--- config.mk ---
export PLATFORM = sky130hd
export DESIGN_NAME = spi_master_engine
export DESIGN_NICKNAME = d
export VERILOG_FILES = /design/src/rtl/spi_master_engine.sv
export SDC_FILE = /design/constraint.sdc
export NUM_CORES = 1
export LEC_CHECK = 0
export CAP_MARGIN = 20
export CORE_ASPECT_RATIO = 0.6
export CORE_UTILIZATION = 45
export DETAILED_ROUTE_END_ITERATION = 10
export PLACE_DENSITY = 0.67
export SETUP_SLACK_MARGIN = 0.5
export SLEW_MARGIN = 20
export SYNTH_ARGS = -nofsm -noshare
export SYNTH_HDL_FRONTEND = slang
export SYNTH_SLANG_ARGS = --single-unit
--- constraint.sdc ---
create_clock -name clk -period 2.2 [get_ports clk]
set_clock_uncertainty 0.15 [all_clocks]
set_input_delay 0.44 -clock clk [delete_from_list [all_inputs] [get_ports clk]]
set_output_delay 0.44 -clock clk [all_outputs]
set_load 0.05 [all_outputs]
--- src/rtl/spi_master_engine.sv ---
// SPI mode-0 master, MSB first, 1..32-bit transfers, with one buffered back-to-back request.
// All outputs are registered; CLK_DIV sets the SCLK half-period and the CS lead/lag/guard times.
module spi_master_engine #(
  parameter int CLK_DIV = 4
) (
  input  logic        clk,
  input  logic        rst,
  input  logic        spi_start,
  input  logic [31:0] spi_tx,
  input  logic [5:0]  spi_bits,
  output logic [31:0] spi_rx,
  output logic        spi_done,
  output logic        spi_busy,
  output logic        cs_n,
  output logic        sclk,
  output logic        mosi,
  input  logic        miso
);

  typedef enum logic [2:0] {IDLE, SETUP, XFER, HOLD, DONE, GUARD} state_t;

  state_t      state_reg;
  logic [7:0]  timer_reg;
  logic [5:0]  bit_cnt_reg;
  logic [31:0] tx_sr_reg;
  logic [31:0] rx_sr_reg;
  logic        pend_valid_reg;
  logic [31:0] pend_tx_reg;
  logic [5:0]  pend_bits_reg;

  logic        timer_last;
  logic        launch;
  logic [31:0] ld_tx;
  logic [5:0]  ld_n;
  logic [5:0]  start_n;

  always_comb begin
    start_n    = (spi_bits > 6'd32) ? 6'd32 : spi_bits;
    timer_last = (timer_reg == 8'(CLK_DIV - 1));
    // A start arriving in the last GUARD cycle is newer than any pending one, so it wins.
    launch     = ((state_reg == IDLE) && spi_start) ||
                 ((state_reg == GUARD) && timer_last && (pend_valid_reg || spi_start));
    ld_tx      = ((state_reg == GUARD) && !spi_start) ? pend_tx_reg : spi_tx;
    ld_n       = ((state_reg == GUARD) && !spi_start) ? pend_bits_reg : start_n;
  end

  always_ff @(posedge clk) begin
    if (rst) begin
      state_reg      <= IDLE;
      timer_reg      <= '0;
      bit_cnt_reg    <= '0;
      tx_sr_reg      <= '0;
      rx_sr_reg      <= '0;
      pend_valid_reg <= 1'b0;
      pend_tx_reg    <= '0;
      pend_bits_reg  <= '0;
      spi_rx         <= '0;
      spi_done       <= 1'b0;
      spi_busy       <= 1'b0;
      cs_n           <= 1'b1;
      sclk           <= 1'b0;
      mosi           <= 1'b0;
    end else begin
      spi_done <= 1'b0;
      if (((state_reg == DONE) || (state_reg == GUARD)) && spi_start) begin
        pend_valid_reg <= 1'b1;
        pend_tx_reg    <= spi_tx;
        pend_bits_reg  <= start_n;
      end

      if (launch) begin
        pend_valid_reg <= 1'b0;
        spi_busy       <= 1'b1;
        timer_reg      <= '0;
        tx_sr_reg      <= ld_tx;
        rx_sr_reg      <= '0;
        bit_cnt_reg    <= ld_n;
        sclk           <= 1'b0;
        if (ld_n == 6'd0) begin
          // Zero-length request completes immediately without touching the pins.
          state_reg <= DONE;
          spi_done  <= 1'b1;
          spi_rx    <= '0;
          cs_n      <= 1'b1;
          mosi      <= 1'b0;
        end else begin
          state_reg <= SETUP;
          cs_n      <= 1'b0;
          mosi      <= ld_tx[31];
        end
      end else begin
        case (state_reg)
          SETUP: begin
            if (timer_last) begin
              timer_reg <= '0;
              state_reg <= XFER;
              sclk      <= 1'b1;
              rx_sr_reg <= {rx_sr_reg[30:0], miso};
            end else begin
              timer_reg <= timer_reg + 8'd1;
            end
          end
          XFER: begin
            if (timer_last) begin
              timer_reg <= '0;
              if (sclk) begin
                sclk        <= 1'b0;
                tx_sr_reg   <= {tx_sr_reg[30:0], 1'b0};
                mosi        <= tx_sr_reg[30];
                bit_cnt_reg <= bit_cnt_reg - 6'd1;
              end else if (bit_cnt_reg == 6'd0) begin
                state_reg <= HOLD;
              end else begin
                sclk      <= 1'b1;
                rx_sr_reg <= {rx_sr_reg[30:0], miso};
              end
            end else begin
              timer_reg <= timer_reg + 8'd1;
            end
          end
          HOLD: begin
            if (timer_last) begin
              timer_reg <= '0;
              state_reg <= DONE;
              cs_n      <= 1'b1;
              mosi      <= 1'b0;
              spi_done  <= 1'b1;
              spi_rx    <= rx_sr_reg;
            end else begin
              timer_reg <= timer_reg + 8'd1;
            end
          end
          DONE: begin
            timer_reg <= '0;
            state_reg <= GUARD;
          end
          GUARD: begin
            if (timer_last) begin
              timer_reg <= '0;
              state_reg <= IDLE;
              spi_busy  <= 1'b0;
            end else begin
              timer_reg <= timer_reg + 8'd1;
            end
          end
          default: begin
            timer_reg <= '0;
          end
        endcase
      end
    end
  end

endmodule

==> out/qor.csv, run 1 <==
stage;metric;value;unit
logic_synthesis;Mapped Area;0.00661;mm^2
layout;Final #Nets;928;
clocking;total CTS buffers;17;
logic_synthesis;main combinational cell family by area after synthesis;simple AND/OR/NAND/NOR gates;
routing;DR vias/cell;5.65;
placement;DPL Wire Length;10400;um
worst_hold_path;hold crit path type;in2reg;
logic_synthesis;Synth Instances;766;
sta;clock period minus worst slack;2.08;ns
layout;area growth from synthesis to layout;42.3;%
pwr;Leak Pwr;3.73;nW
global_route;Congestion Overflow GR;0;
worst_setup_path;CP arrival;2.21;ns
routing;met2 wire length;9160;um
sta;final hold viol count;0;
logic_synthesis;Yosys reg bits;156;
layout;Layout Utilization;67.2;%
pwr;Max rail drop VDD;0.000568;V
routing;Avg WL per Cell;18.7;um
sta;Min Hold Slack;0.260;ns
worst_setup_path;cells on worst reg2reg path;9;
logic_synthesis;Syn Nets;813;
logic_synthesis;share of the synthesized area in the top cell type;47.3;%
routing;drt drc;0;
global_route;first-pass GRT wire length;29100;um
routing;ANT nets after route;0;
floorplan;Die Area;0.0152;mm^2
worst_setup_path;crit end category;flop;
clocking;CTS root buf;clkbuf_16;
global_route;initial antenna violation count;0;
floorplan;chip height;95.9;um
worst_setup_path;CP startpoint kind;flop;
clocking;Reg clk slew, reported paths;0.07;ns
sta;RSZ-0062 raised after global routing;true;
routing;final wirelength;20300;um
global_route;all-layer global routing usage;24.6;%
clocking;clk sink count;156;
placement;GPL Wtd Cong;0.797;
worst_setup_path;r2r startpoint;timer_reg[1]$_SDFF_PP0_;
layout;# diodes;0;
routing;met1 wire length;9680;um
sta;max frequency;482;MHz
logic_synthesis;post-synth cell types;50;
sta;Final Setup Violations;0;
logic_synthesis;simple-gate share of the synthesized area;19.8;%
worst_setup_path;R2R setup slack;0.12;ns
layout;cell area after layout;0.00940;mm^2
logic_synthesis;compound-gate portion of the synthesized area;15.6;%
routing;DR top layer;met4;
layout;leading cell type in the layout, fill and taps excluded;dfxtp_1;
logic_synthesis;Post-synth EDFFs;0;
logic_synthesis;Synth area leader;dfxtp_1;
pwr;total power;9.55;mW
clocking;later-pin clock latency in the skew report;0.42;ns
worst_setup_path;CP max FO;5;
floorplan;Die Wd;158;um
logic_synthesis;XOR/XNOR Fraction of Synth Area;1.46;%
clocking;clk buf depth;2;
worst_setup_path;r2r endpoint;state_reg[0]$_SDFFE_PP0P_;
floorplan;Core Area;0.0140;mm^2
placement;post-place instance area;0.00778;mm^2
logic_synthesis;Seq/Total Area, Yosys;47.3;%
floorplan;number of placement rows;33;
global_route;largest net degree at the start of global routing;94;
worst_hold_path;Min-Delay Path Depth;2;
floorplan;Initial Util;47.2;%
layout;most frequent cells in the layout;146 x dfxtp_1, 121 x nand2_1, 80 x a21oi_1, 51 x nor2_1, 39 x clkdlybuf4s50_1;
logic_synthesis;Syn Area/Cell;8.63;um^2
logic_synthesis;Synth Area in Adders;0.947;%
clocking;CTS tree;done;
routing;Initial DRC Count;503;
floorplan;I/O Pins;79;
sta;slew margin rel.;67.7;%
routing;first drt pass iteration count;4;
logic_synthesis;share of flip-flops with an asynchronous set or reset;0;%
pwr;P per Cell Area;1020;mW/mm^2
logic_synthesis;Yosys Warn Count;0;
flow_run;max_cap viols;0;
routing;routed vias;6135;
worst_hold_path;Hold Startpoint;rst;
clocking;CTS H-tree lvls;4;
status;status;completed;
logic_synthesis;Primary FF master, synth;dfxtp_1;
placement;PortBufs;78;
worst_setup_path;crit path kind;reg2reg;
layout;layout cells sized above 1;33.6;%
sta;Worst Tran Pin Value;0.484;ns
routing;Met3 Routed Length;1120;um
logic_synthesis;leading post-synthesis cells by cell area;dfxtp_1 47%, nand2_1 8.8%, a21oi_1 8.6%;
sta;final slew viol count;0;
sta;Tcrit/Tclk final;94.3;%
global_route;vias in the first global route;5655;
worst_setup_path;CP required;2.33;ns
logic_synthesis;multiplexer area fraction after synthesis;9.96;%
worst_hold_path;endpoint of the worst hold path;pend_bits_reg[4]$_SDFFE_PP0P_;
layout;FILL cells;992;
-- worst max-delay path by stage --
| stage | endpoint | from | slack (ns) |
|---|---|---|---|
| after global routing | state_reg[0]$_SDFFE_PP0P_ | timer_reg[1]$_SDFF_PP0_ | 0.08 |
| after detailed placement | spi_rx[30]$_SDFFE_PP0P_ | spi_start | -0.18 |
| after CTS | tx_sr_reg[2]$_SDFFE_PP0P_ | timer_reg[1]$_SDFF_PP0_ | 0.27 |
| final | state_reg[0]$_SDFFE_PP0P_ | timer_reg[1]$_SDFF_PP0_ | 0.12 |
| after floorplan | spi_rx[11]$_SDFFE_PP0P_ | spi_start | 0.39 |
| after global placement | spi_rx[30]$_SDFFE_PP0P_ | spi_bits[2] | -0.14 |
-- layer usage --
layer / up-vias / GRT usage (%)
met1: 2991 / 34.6
met5: - / 0
met4: 0 / 8.57
met2: 209 / 38.1
met3: 37 / 4.01
li1: 2898 / -
-- logic make-up (layout without fill, tap and decap cells) --
family / Yosys count / count (layout)
buffers and inverters: 67 / 191
AOI/OAI and AO/OA: 173 / 177
DFF: 156 / 156
muxes: 62 / 62
and+or+nand+nor: 292 / 292
xor gates and xnor gates: 11 / 11
adders and majority gates: 5 / 5
-- cell type report --
cell class | instances | area [um^2] | area share (%)
inverters | 6 | 26.3 | 0.279
well taps | 192 | 240 | 2.55
clock inverters | 14 | 129 | 1.37
repair buffers | 153 | 1600 | 17.0
clock buffers | 18 | 439 | 4.67
flip-flops and latches | 156 | 3150 | 33.5
multi-input cells | 547 | 3820 | 40.7
-- worst max-delay path: stages, from the launching register on --
cell     delay, ns
dfxtp_2       0.35
ha_4          0.14
nor3b_4       0.17
buf_6         0.15
and2_4        0.21
buf_6         0.13
buf_4         0.11
a21oi_1       0.04
o21ai_0       0.33
a31oi_1       0.16
-- report_power, final --
part / internal (mW) / total [mW] / switching [mW] / leakage (nW)
Combinational: 1.59 / 3.34 / 1.75 / 2.18
Sequential: 3.12 / 3.38 / 0.262 / 1.27
Clock: 1.52 / 2.83 / 1.31 / 0.275
-- cells in the mapped netlist (10+ instances only) --
cell	instances
a211oi_1	10
mux2_1	10
dfxtp_1	156
a22oi_1	30
nor2_1	53
nand3_1	43
a21oi_1	114
buf_2	17
mux2i_1	32
mux2_2	20
nand2_1	155
clkbuf_1	34
-- timing repair --
action	4_1_cts	5_1_grt
hold buffers	0	0
gates resized for setup	238	114
endpoints found under the setup margin	192	158
setup buffers	14	12
pin swaps	22	63
hold endpoints to repair	0	0
gates cloned	10	10
-- per-stage QoR --
| step | std cells | setup TNS [ns] | worst slack, ns |
|---|---|---|---|
| final | 1086 | 0 | 0.125 |
| after global placement | 1008 | -7.21 | -0.142 |
| after floorplan | 766 | 0 | 0.393 |
| after detailed placement | 1008 | -9.32 | -0.183 |
| after global routing | 1086 | 0 | 0.0838 |
| after CTS | 1064 | 0 | 0.268 |
No activity file was read; power rests on OpenSTA's default activity.
==> inputs of run 2 (changes only) <==
Settings changed: SKIP_CTS_REPAIR_TIMING set to 1.
==> run 2 against run 1 <==
Critical path depth up 1. Clock-buffer cell count unchanged. Global-route usage down 3.1 points. Register-to-register slack better by 0.05 ns. Routed wire length down 4.4%. Sequential power about the same. Sequential share of layout area up 0.64 points. Critical path type unchanged. Critical endpoint is now tx_sr_reg[0]$_SDFFE_PP0P_. Highest routed layer unchanged.
==> out/qor.csv, run 2 (synthesis results as in run 1) <==
stage;metric;value;unit;change
layout;fin cells;1076;;-0.92%
worst_setup_path;r2r startpoint;timer_reg[0]$_SDFF_PP0_;;
clocking;CTS root buf;clkbuf_16;;
clocking;total CTS buffers;17;;unchanged
worst_setup_path;CP arrival;2.19;ns;-0.02 ns
worst_setup_path;crit path kind;reg2reg;;
worst_setup_path;CP startpoint;timer_reg[0]$_SDFF_PP0_;;
sta;final slew viol count;0;;unchanged
routing;ANT nets after route;0;;unchanged
worst_setup_path;CP startpoint kind;flop;;
clocking;Reg clk slew, reported paths;0.06;ns;about the same
global_route;met2 Resource Use GR;33.6;%;-4.5 points
sta;max frequency;493;MHz;+2.2%
routing;Initial DRC Count;496;;-1.4%
worst_hold_path;Hold Startpoint;rst;;
global_route;Congestion Overflow GR;0;;unchanged
routing;Avg WL per Cell;18.1;um;-3.5%
worst_hold_path;hold crit path type;in2reg;;
routing;routed vias;6062;;-1.2%
global_route;first-pass GRT wire length;25900;um;-11%
placement;DPL Wire Length;10400;um;unchanged
floorplan;chip height;95.9;um;unchanged
global_route;largest net degree at the start of global routing;94;;unchanged
layout;Final #Nets;918;;-1.1%
floorplan;Die Wd;158;um;unchanged
layout;most frequent cells in the layout;147 x dfxtp_1, 134 x nand2_1, 94 x a21oi_1, 50 x nor2_1, 39 x clkdlybuf4s50_1;;
sta;final hold viol count;0;;unchanged
floorplan;Initial Util;47.2;%;unchanged
global_route;Top Usage Layer GRT;met2;;
layout;layout cells sized above 1;29.3;%;-4.3 points
pwr;P per Cell Area;1020;mW/mm^2;+0.51%
layout;FILL cells;1034;;+4.2%
global_route;routing usage on met1;30.4;%;-4.2 points
sta;Min Hold Slack;0.255;ns;-0.00488 ns
placement;PortBufs;78;;unchanged
global_route;vias in the first global route;5306;;-6.2%
global_route;GR Util met3;3.60;%;-0.41 points
layout;FF+latch area;0.00315;mm^2;about the same
layout;area of the multi-input gates;0.00372;mm^2;-2.8%
layout;cell area after layout;0.00923;mm^2;-1.8%
routing;DR vias/cell;5.63;;-0.27%
flow_run;max_cap viols;0;;unchanged
floorplan;number of placement rows;33;;unchanged
placement;post-place instance area;0.00778;mm^2;unchanged
layout;# diodes;0;;unchanged
sta;Worst Tran Pin Value;0.446;ns;-0.0386 ns
clocking;later-pin clock latency in the skew report;0.42;ns;about the same
clocking;clk sink count;156;;unchanged
pwr;Max rail drop VDD;0.000523;V;-7.8%
sta;slew margin rel.;70.3;%;+2.6 points
pwr;Leak Pwr;3.56;nW;-4.6%
clocking;CTS H-tree lvls;4;;unchanged
global_route;all-layer global routing usage;21.5;%;-3.1 points
routing;drt drc;0;;unchanged
status;status;completed;;
sta;RSZ-0062 raised after global routing;true;;
global_route;initial antenna violation count;0;;unchanged
sta;Tcrit/Tclk final;92.2;%;-2.1 points
routing;final wirelength;19400;um;-4.4%
routing;first drt pass iteration count;4;;unchanged
worst_setup_path;CP required;2.36;ns;+0.03 ns
floorplan;Die Area;0.0152;mm^2;unchanged
layout;area growth from synthesis to layout;39.7;%;
sta;clock period minus worst slack;2.03;ns;-0.0456 ns
placement;GPL Wtd Cong;0.797;;unchanged
clocking;CTS tree;done;;
floorplan;I/O Pins;79;;unchanged
placement;placed insts;1008;;unchanged
clocking;clk buf depth;2;;unchanged
worst_setup_path;crit end category;flop;;
floorplan;Core Area;0.0140;mm^2;unchanged
worst_setup_path;CP max FO;9;;+4
layout;leading cell type in the layout, fill and taps excluded;dfxtp_1;;
sta;Final Setup Violations;0;;unchanged
run 2: final timing paths:
| path | to | slack, ns | cells past startpoint |
|---|---|---|---|
| hold / removal | bit_cnt_reg[5]$_SDFFE_PP0P_ | 0.25 | 2 |
| hold reg to reg | timer_reg[0]$_SDFF_PP0_ | 0.30 | 1 |
| setup reg to reg | tx_sr_reg[0]$_SDFFE_PP0P_ | 0.17 | 10 |
| setup / recovery | tx_sr_reg[0]$_SDFFE_PP0P_ | 0.17 | 10 |
run 2: area by class of cell:
type / count / share of cell area (%)
multi-input combinational: 547 / 40.3
sequential: 156 / 34.1
timing repair buffer: 143 / 16.6
clock buffer: 18 / 4.76
tap: 192 / 2.60
clock inverter: 14 / 1.40
inverter: 6 / 0.244
run 2: through the flow:
stage	setup TNS, ns	utilization (%)	total power, mW	worst slack (ns)
floorplan	0	-	4.89	0.393
global placement	-7.21	55.6	5.46	-0.142
detailed placement	-9.32	55.6	5.53	-0.183
CTS	-0.0148	59.7	8.33	-0.0148
global route	0	66.0	9.83	0.124
finish	0	66.0	9.42	0.171
run 2: per-layer routing:
| layer | vias to the layer above | part of all wire, % |
|---|---|---|
| li1 | 2886 | - |
| met1 | 2958 | 49 |
| met2 | 188 | 44 |
| met3 | 30 | 5.1 |
| met4 | 0 | 1.3 |
| met5 | - | 0 |
run 2: critical path, cell delays in order (launching register included):
cell and delay [ns]:
dfxtp_4 0.37, ha_4 0.14, nor3b_4 0.18, buf_6 0.15, nand4_1 0.14, buf_6 0.17, buf_12 0.12, nand2_8 0.11
buf_12 0.14, nor3b_1 0.05, o21ba_2 0.21
run 2: where the power goes:
group          switching [mW]  internal, mW
combinational            1.73          1.50
clock                    1.29          1.52
sequential              0.274          3.12
